--- config.mk ---
export PLATFORM = sky130hd
export DESIGN_NAME = fll_cfg_responder
export DESIGN_NICKNAME = d
export VERILOG_FILES = /design/src/rtl/fll_cfg_responder.sv
export SDC_FILE = /design/constraint.sdc
export NUM_CORES = 1
export LEC_CHECK = 0
export ABC_AREA = 1
export CORE_AREA = 2 2 97 123
export CTS_CLUSTER_SIZE = 40
export DETAILED_ROUTE_END_ITERATION = 8
export DIE_AREA = 0 0 99 125
export HOLD_SLACK_MARGIN = 0.15
export MAX_ROUTING_LAYER = met4
export PLACE_DENSITY_LB_ADDON = 0.05
export SETUP_SLACK_MARGIN = 0.5
export SYNTH_ARGS = -nofsm -noshare
export SYNTH_HDL_FRONTEND = slang
export SYNTH_SLANG_ARGS = --single-unit
--- constraint.sdc ---
create_clock -name clk_i -period 5.6 [get_ports clk_i]
set_clock_uncertainty 0.15 [all_clocks]
set_input_delay 1.4 -clock clk_i [delete_from_list [all_inputs] [get_ports clk_i]]
set_output_delay 1.4 -clock clk_i [all_outputs]
set_load 0.05 [all_outputs]
--- src/rtl/fll_cfg_responder.sv ---
`default_nettype none
// ============================================================================
// Module  : fll_cfg_responder
// Brief   : FLL_BUS target-side register model with a lock-sequence model.
//           Optional macro FLL_CFG_LOCK_IRQ_EN adds irq_o (lock change pulse).
// Revision: 1.0 - initial release
// ============================================================================
module fll_cfg_responder #(
  parameter int unsigned ACK_LATENCY = 2,
  parameter int unsigned LOCK_CYCLES = 64,
  parameter logic [31:0] CFG1_RST    = 32'h0000_05F5,
  parameter logic [31:0] CFG2_RST    = 32'h0000_0000
) (
  input  logic        clk_i,
  input  logic        rst_i,
  input  logic        req_i,
  input  logic [1:0]  addr_i,
  input  logic        web_i,
  input  logic [31:0] wdata_i,
  output logic        ack_o,
  output logic [31:0] rdata_o,
  output logic        lock_o
`ifdef FLL_CFG_LOCK_IRQ_EN
  ,
  output logic        irq_o
`endif
);

  localparam logic [3:0]  LAT_INIT   = 4'(ACK_LATENCY - 1);
  localparam logic [15:0] LOCK_INIT  = 16'(LOCK_CYCLES);
  localparam logic [31:0] INTEG_MASK = 32'h03FF_FFC0;

  typedef enum logic [1:0] {
    S_IDLE    = 2'd0,
    S_WAIT    = 2'd1,
    S_ACK     = 2'd2,
    S_RELEASE = 2'd3
  } state_e;

  state_e      state_q, state_d;
  logic [3:0]  lat_q, lat_d;
  logic [31:0] cfg1_q, cfg1_d;
  logic [31:0] cfg2_q, cfg2_d;
  logic [31:0] integ_q, integ_d;
  logic [31:0] rdata_q, rdata_d;
  logic [15:0] lcnt_q, lcnt_d;
  logic        lock_q, lock_d;
  logic        access;
  logic        wr_cfg1;
  logic [31:0] rd_mux;

  always_comb begin
    state_d = state_q;
    lat_d   = lat_q;
    access  = 1'b0;
    case (state_q)
      S_IDLE: begin
        if (req_i) begin
          if (ACK_LATENCY == 1) begin
            state_d = S_ACK;
            access  = 1'b1;
          end else begin
            state_d = S_WAIT;
            lat_d   = LAT_INIT;
          end
        end
      end
      S_WAIT: begin
        // Request withdrawn before grant: abandon without touching registers.
        if (!req_i) begin
          state_d = S_IDLE;
        end else if (lat_q <= 4'd1) begin
          state_d = S_ACK;
          access  = 1'b1;
        end else begin
          lat_d = lat_q - 4'd1;
        end
      end
      S_ACK: begin
        if (!req_i) state_d = S_RELEASE;
      end
      default: state_d = S_IDLE;
    endcase
  end

  always_comb begin
    rd_mux = 32'h0;
    case (addr_i)
      2'd0:    rd_mux = {15'h0, lock_q, (lock_q ? cfg1_q[15:0] : 16'h0)};
      2'd1:    rd_mux = cfg1_q;
      2'd2:    rd_mux = cfg2_q;
      default: rd_mux = integ_q;
    endcase
  end

  always_comb begin
    cfg1_d  = cfg1_q;
    cfg2_d  = cfg2_q;
    integ_d = integ_q;
    rdata_d = rdata_q;
    wr_cfg1 = 1'b0;
    if (access && !web_i) begin
      case (addr_i)
        2'd1: begin
          cfg1_d  = wdata_i;
          wr_cfg1 = 1'b1;
        end
        2'd2:    cfg2_d  = wdata_i;
        2'd3:    integ_d = wdata_i & INTEG_MASK;
        default: ;
      endcase
    end
    if (access && web_i) rdata_d = rd_mux;
  end

  // Any committed CONFIG1 write restarts the lock sequence, even with an unchanged value.
  always_comb begin
    if (wr_cfg1) begin
      lcnt_d = LOCK_INIT;
      lock_d = 1'b0;
    end else begin
      lcnt_d = (lcnt_q != 16'h0) ? lcnt_q - 16'h1 : lcnt_q;
      lock_d = (lcnt_q == 16'h0);
    end
  end

  always_ff @(posedge clk_i or posedge rst_i) begin
    if (rst_i) begin
      state_q <= S_IDLE;
      lat_q   <= 4'h0;
      cfg1_q  <= CFG1_RST;
      cfg2_q  <= CFG2_RST;
      integ_q <= 32'h0;
      rdata_q <= 32'h0;
      lcnt_q  <= LOCK_INIT;
      lock_q  <= 1'b0;
    end else begin
      state_q <= state_d;
      lat_q   <= lat_d;
      cfg1_q  <= cfg1_d;
      cfg2_q  <= cfg2_d;
      integ_q <= integ_d;
      rdata_q <= rdata_d;
      lcnt_q  <= lcnt_d;
      lock_q  <= lock_d;
    end
  end

  assign ack_o   = (state_q == S_ACK);
  assign rdata_o = rdata_q;
  assign lock_o  = lock_q;

`ifdef FLL_CFG_LOCK_IRQ_EN
  logic irq_q;

  // Lock only rises via the counter and only falls via a CONFIG1 write.
  always_ff @(posedge clk_i or posedge rst_i) begin
    if (rst_i) irq_q <= 1'b0;
    else       irq_q <= lock_d ^ lock_q;
  end

  assign irq_o = irq_q;
`endif

endmodule
`default_nettype wire
==> metrics.yaml <==
initial_antenna_violation_count: 0
synth.area.top_cells: "sky130_fd_sc_hd__dfrtp_1 (53%), sky130_fd_sc_hd__nand2_1 (16%), sky130_fd_sc_hd__o21ai_1 (7.8%), sky130_fd_sc_hd__inv_1 (4.0%), sky130_fd_sc_hd__dfstp_2 (3.8%)"
worstPathMaxFanout: 62
grt_setup_unrepaired: "false"
worst-setup-path-type: "input port to flop"
gp_congestion: 0.8314
synth.yosys.seq_area_share: 0.5659
crit_path_end_kind: "flop"
layout.core_utilization: 0.6715
yosys_warnings: 0
cts_hold_buf: 0
ratio_of_cells_with_drive_above_1_in_the_final_layout: 0.07430
synth_area_mm2: 0.006166
setup_viol: 0
floorplan.die.width_um: 99
maxClockFrequency_mhz: 277.6
ios: 72
power_leakage_nw: 3.728
pwr-share-clk: 0.292
maximum_number_of_pins_on_one_net_before_global_route_repair: 140
run_status: "finished clean"
clk_transition_reported_paths_ps: 60
total_switching_power_mw: 1.382
critPathSlowestCell: "sky130_fd_sc_hd__clkdlybuf4s50_1"
synth.top_cells.by_count: "sky130_fd_sc_hd__nand2_1 (268), sky130_fd_sc_hd__dfrtp_1 (130), sky130_fd_sc_hd__o21ai_1 (96)"
antennaDiodeCount: 0
timing.critical_path.from_type: "input port"
drt-initial-drc-count: 345
worst_path_largest_cell_delay_ps: 530
predominant_post_synthesis_flop_cell: "sky130_fd_sc_hd__dfrtp_1"
critical_path_arrival_ps: 3790
grtUsageTotal: 0.2412
seqPwrFrac: 0.415
power.ir.vdd_worst_mv: 0.3272
syn-num-nets: 788
synth-compound-area-share: 0.1102
drc_errors: 0
post-route-period-util: 0.6433
synthXorXnorAreaFrac: 0.001420
synth.largest_area_cell: "sky130_fd_sc_hd__dfrtp_1"
timing_hold_violations_final: 0
postCtsSetupRepairBufs: 0
synthArstFlopShare: 1.000
combinationalPowerShare: 0.292
postRouteWirelength_um: 13720
tns_ps: 0
dp_hpwl_um: 8548
tritoncts.num_buffers: 17
clock_sinks: 139
number_of_synthesized_register_bits: 139
cts-resized-gates: 0
areaGrowthSynthToFinish_pct: 22.91
initial_utilization: 0.5463
finish.net_count: 849
post_synth_fa_ha_maj_area_fraction: 0.006088
drv_slew: 0
synth_top_family_by_area: "simple AND/OR/NAND/NOR gates"
tritoncts_clock_tree: "built"
power_per_unit_of_standard_cell_area_mw_per_mm2: 530.4
most_used_standard_cell_by_instance_count_after_synthesis: "sky130_fd_sc_hd__nand2_1"
max_cap_viol_count: 0
clk_root_buffer_cell: "sky130_fd_sc_hd__clkbuf_16"
synthMuxAreaShare: 0
clock_tree.htree_level_count: 4
routed-via-count: 5043
grt_first_pass_wirelength_um: 23430
first_global_vias: 4935
cts-root-to-sink-buffers: 2
post_synth_cell_types: 26
die_area_mm2: 0.01238
power.share.switching: 0.3437
post_synth_and_or_nand_nor_area_fraction: 0.2476
num-fill-cells: 970
detail_route.vias_per_cell: 5.259
die_height_um: 125
timing_worst_slew_pin_value_ps: 841.2
placeableCoreArea_mm2: 0.01129
synth_edf_count: 0
timing.critical_path.required_ps: 5790
time_the_final_worst_path_needs_with_i_o_delays_and_setup_ps: 3603
port_buffer_count: 71
firstDrtPassIters: 6
timing.hold.worst.class: "flop to flop"
insertion_delay_ps: 410
final_antenna_net_count: 0
internal-power_mw: 2.638
maxSlewHeadroom: 0.4372
rows: 44
grt.overflow.total: 0
yosysTopAreaCellShare: 0.5276
wl_per_cell_um: 14.31
synthesis.area_per_instance_um2: 8.254
post_synth_inst_count: 747
cp_cell_sequence: "clkdlybuf4s50_1 -> nand2_1 -> inv_2 -> nand3_2 -> buf_4 -> nand2_1 -> inv_2 -> nor2_1"
power.total_mw: 4.020
-- layer usage --
metal / track usage / part of all wire / vias up
met1: 0.3311 / 0.47 / 2382
met4: 0.06044 / 0.0077 / 0
li1: - / - / 2511
met5: - / 0 / -
met2: 0.3700 / 0.48 / 143
met3: 0.05254 / 0.045 / 7
-- layout make-up --
cell class / instances / area [um2] / area share
Inverter: 73 / 277.8 / 0.03665
Tap cell: 138 / 172.7 / 0.02278
Timing Repair Buffer: 75 / 753.2 / 0.09939
Multi-Input combinational cell: 502 / 2257 / 0.2978
Clock buffer: 21 / 460.4 / 0.06076
Clock inverter: 11 / 167.7 / 0.02212
Sequential cell: 139 / 3490 / 0.4605
-- power groups by stage --
stage | clock (mW) | sequential, mW | combinational (mW)
CTS | 1.20 | 1.66 | 1.19
global placement | 0 | 1.66 | 1.14
global route | 1.24 | 1.72 | 1.33
finish | 1.18 | 1.67 | 1.17
detailed placement | 0 | 1.67 | 1.17
floorplan | 0 | 1.82 | 0.693
-- layout by cell type (no fill, tap or decap) --
cell type	instances
sky130_fd_sc_hd__clkdlybuf4s50_1	71
sky130_fd_sc_hd__inv_2	8
sky130_fd_sc_hd__nand2_2	1
sky130_fd_sc_hd__clkinvlp_4	3
sky130_fd_sc_hd__ha_1	3
sky130_fd_sc_hd__a22o_1	6
sky130_fd_sc_hd__nor2_4	1
sky130_fd_sc_hd__nand4_1	18
sky130_fd_sc_hd__dfstp_2	9
sky130_fd_sc_hd__clkinv_2	3
sky130_fd_sc_hd__o21ai_0	7
sky130_fd_sc_hd__or2_2	1
sky130_fd_sc_hd__nor2_2	2
sky130_fd_sc_hd__clkbuf_8	2
sky130_fd_sc_hd__clkinv_4	2
sky130_fd_sc_hd__clkbuf_1	2
sky130_fd_sc_hd__nand3b_1	2
sky130_fd_sc_hd__nand3_2	3
sky130_fd_sc_hd__nand3_1	37
sky130_fd_sc_hd__dfrtp_1	130
sky130_fd_sc_hd__nand2_1	268
sky130_fd_sc_hd__buf_12	1
sky130_fd_sc_hd__a22oi_1	6
sky130_fd_sc_hd__inv_1	64
sky130_fd_sc_hd__o21ai_2	1
sky130_fd_sc_hd__a21oi_1	7
sky130_fd_sc_hd__bufinv_16	4
sky130_fd_sc_hd__xor2_1	1
sky130_fd_sc_hd__buf_4	3
sky130_fd_sc_hd__o21ai_1	96
sky130_fd_sc_hd__clkbuf_16	17
sky130_fd_sc_hd__nor2_1	39
sky130_fd_sc_hd__o21bai_1	3
-- critical path: cells and delay by family --
kind	cells	cell delay, ps
simple gates	4	820
buf+inv	4	1520
-- flip-flops by register name, summed over array words and instances (netlist names) --
| signal | cells |
|---|---|
| state_q | 2 |
| integ_q | 20 |
| lat_q | 4 |
| cfg1_q | 32 |
| cfg2_q | 32 |
| rdata_o | 32 |
| lock_o | 1 |
| lcnt_q | 16 |
-- final timing paths --
kind	startpoint	to	slack [ps]	depth (start not counted)
min	cfg1_q[5]$_DFFE_PP1P_	cfg1_q[5]$_DFFE_PP1P_	320	2
max in group asynchronous	rst_i	lcnt_q[7]$_DFFE_PP0P_	3360	3
min in group asynchronous	rst_i	cfg2_q[14]$_DFFE_PP0P_	1400	3
max reg2reg	lat_q[0]$_DFFE_PP0P_	rdata_o[16]$_DFFE_PP0P_	3030	8
min reg2reg	cfg1_q[5]$_DFFE_PP1P_	cfg1_q[5]$_DFFE_PP1P_	320	2
max	addr_i[0]	lcnt_q[9]$_DFFE_PP0P_	2000	8
-- logic make-up (layout without fill, tap and decap cells) --
family,Yosys count,count (layout)
XOR/XNOR,1,1
buffers and inverters,106,180
flip-flops,139,139
AND/OR/NAND/NOR,372,372
AO/OA/AOI/OAI,126,126
adder cells (fa/ha/maj),3,3
-- per-stage QoR --
stage	setup slack (ps)	hold slack, ps	std cells	instance area, um2
floorplan	2322	303.5	747	6170
global placement	1661	310.8	927	6950
detailed placement	1610	314.3	927	6950
CTS	2028	325.9	959	7579
global route	1847	345.0	959	7579
finish	1997	323.2	959	7579
No activity file was read; power rests on OpenSTA's default activity.
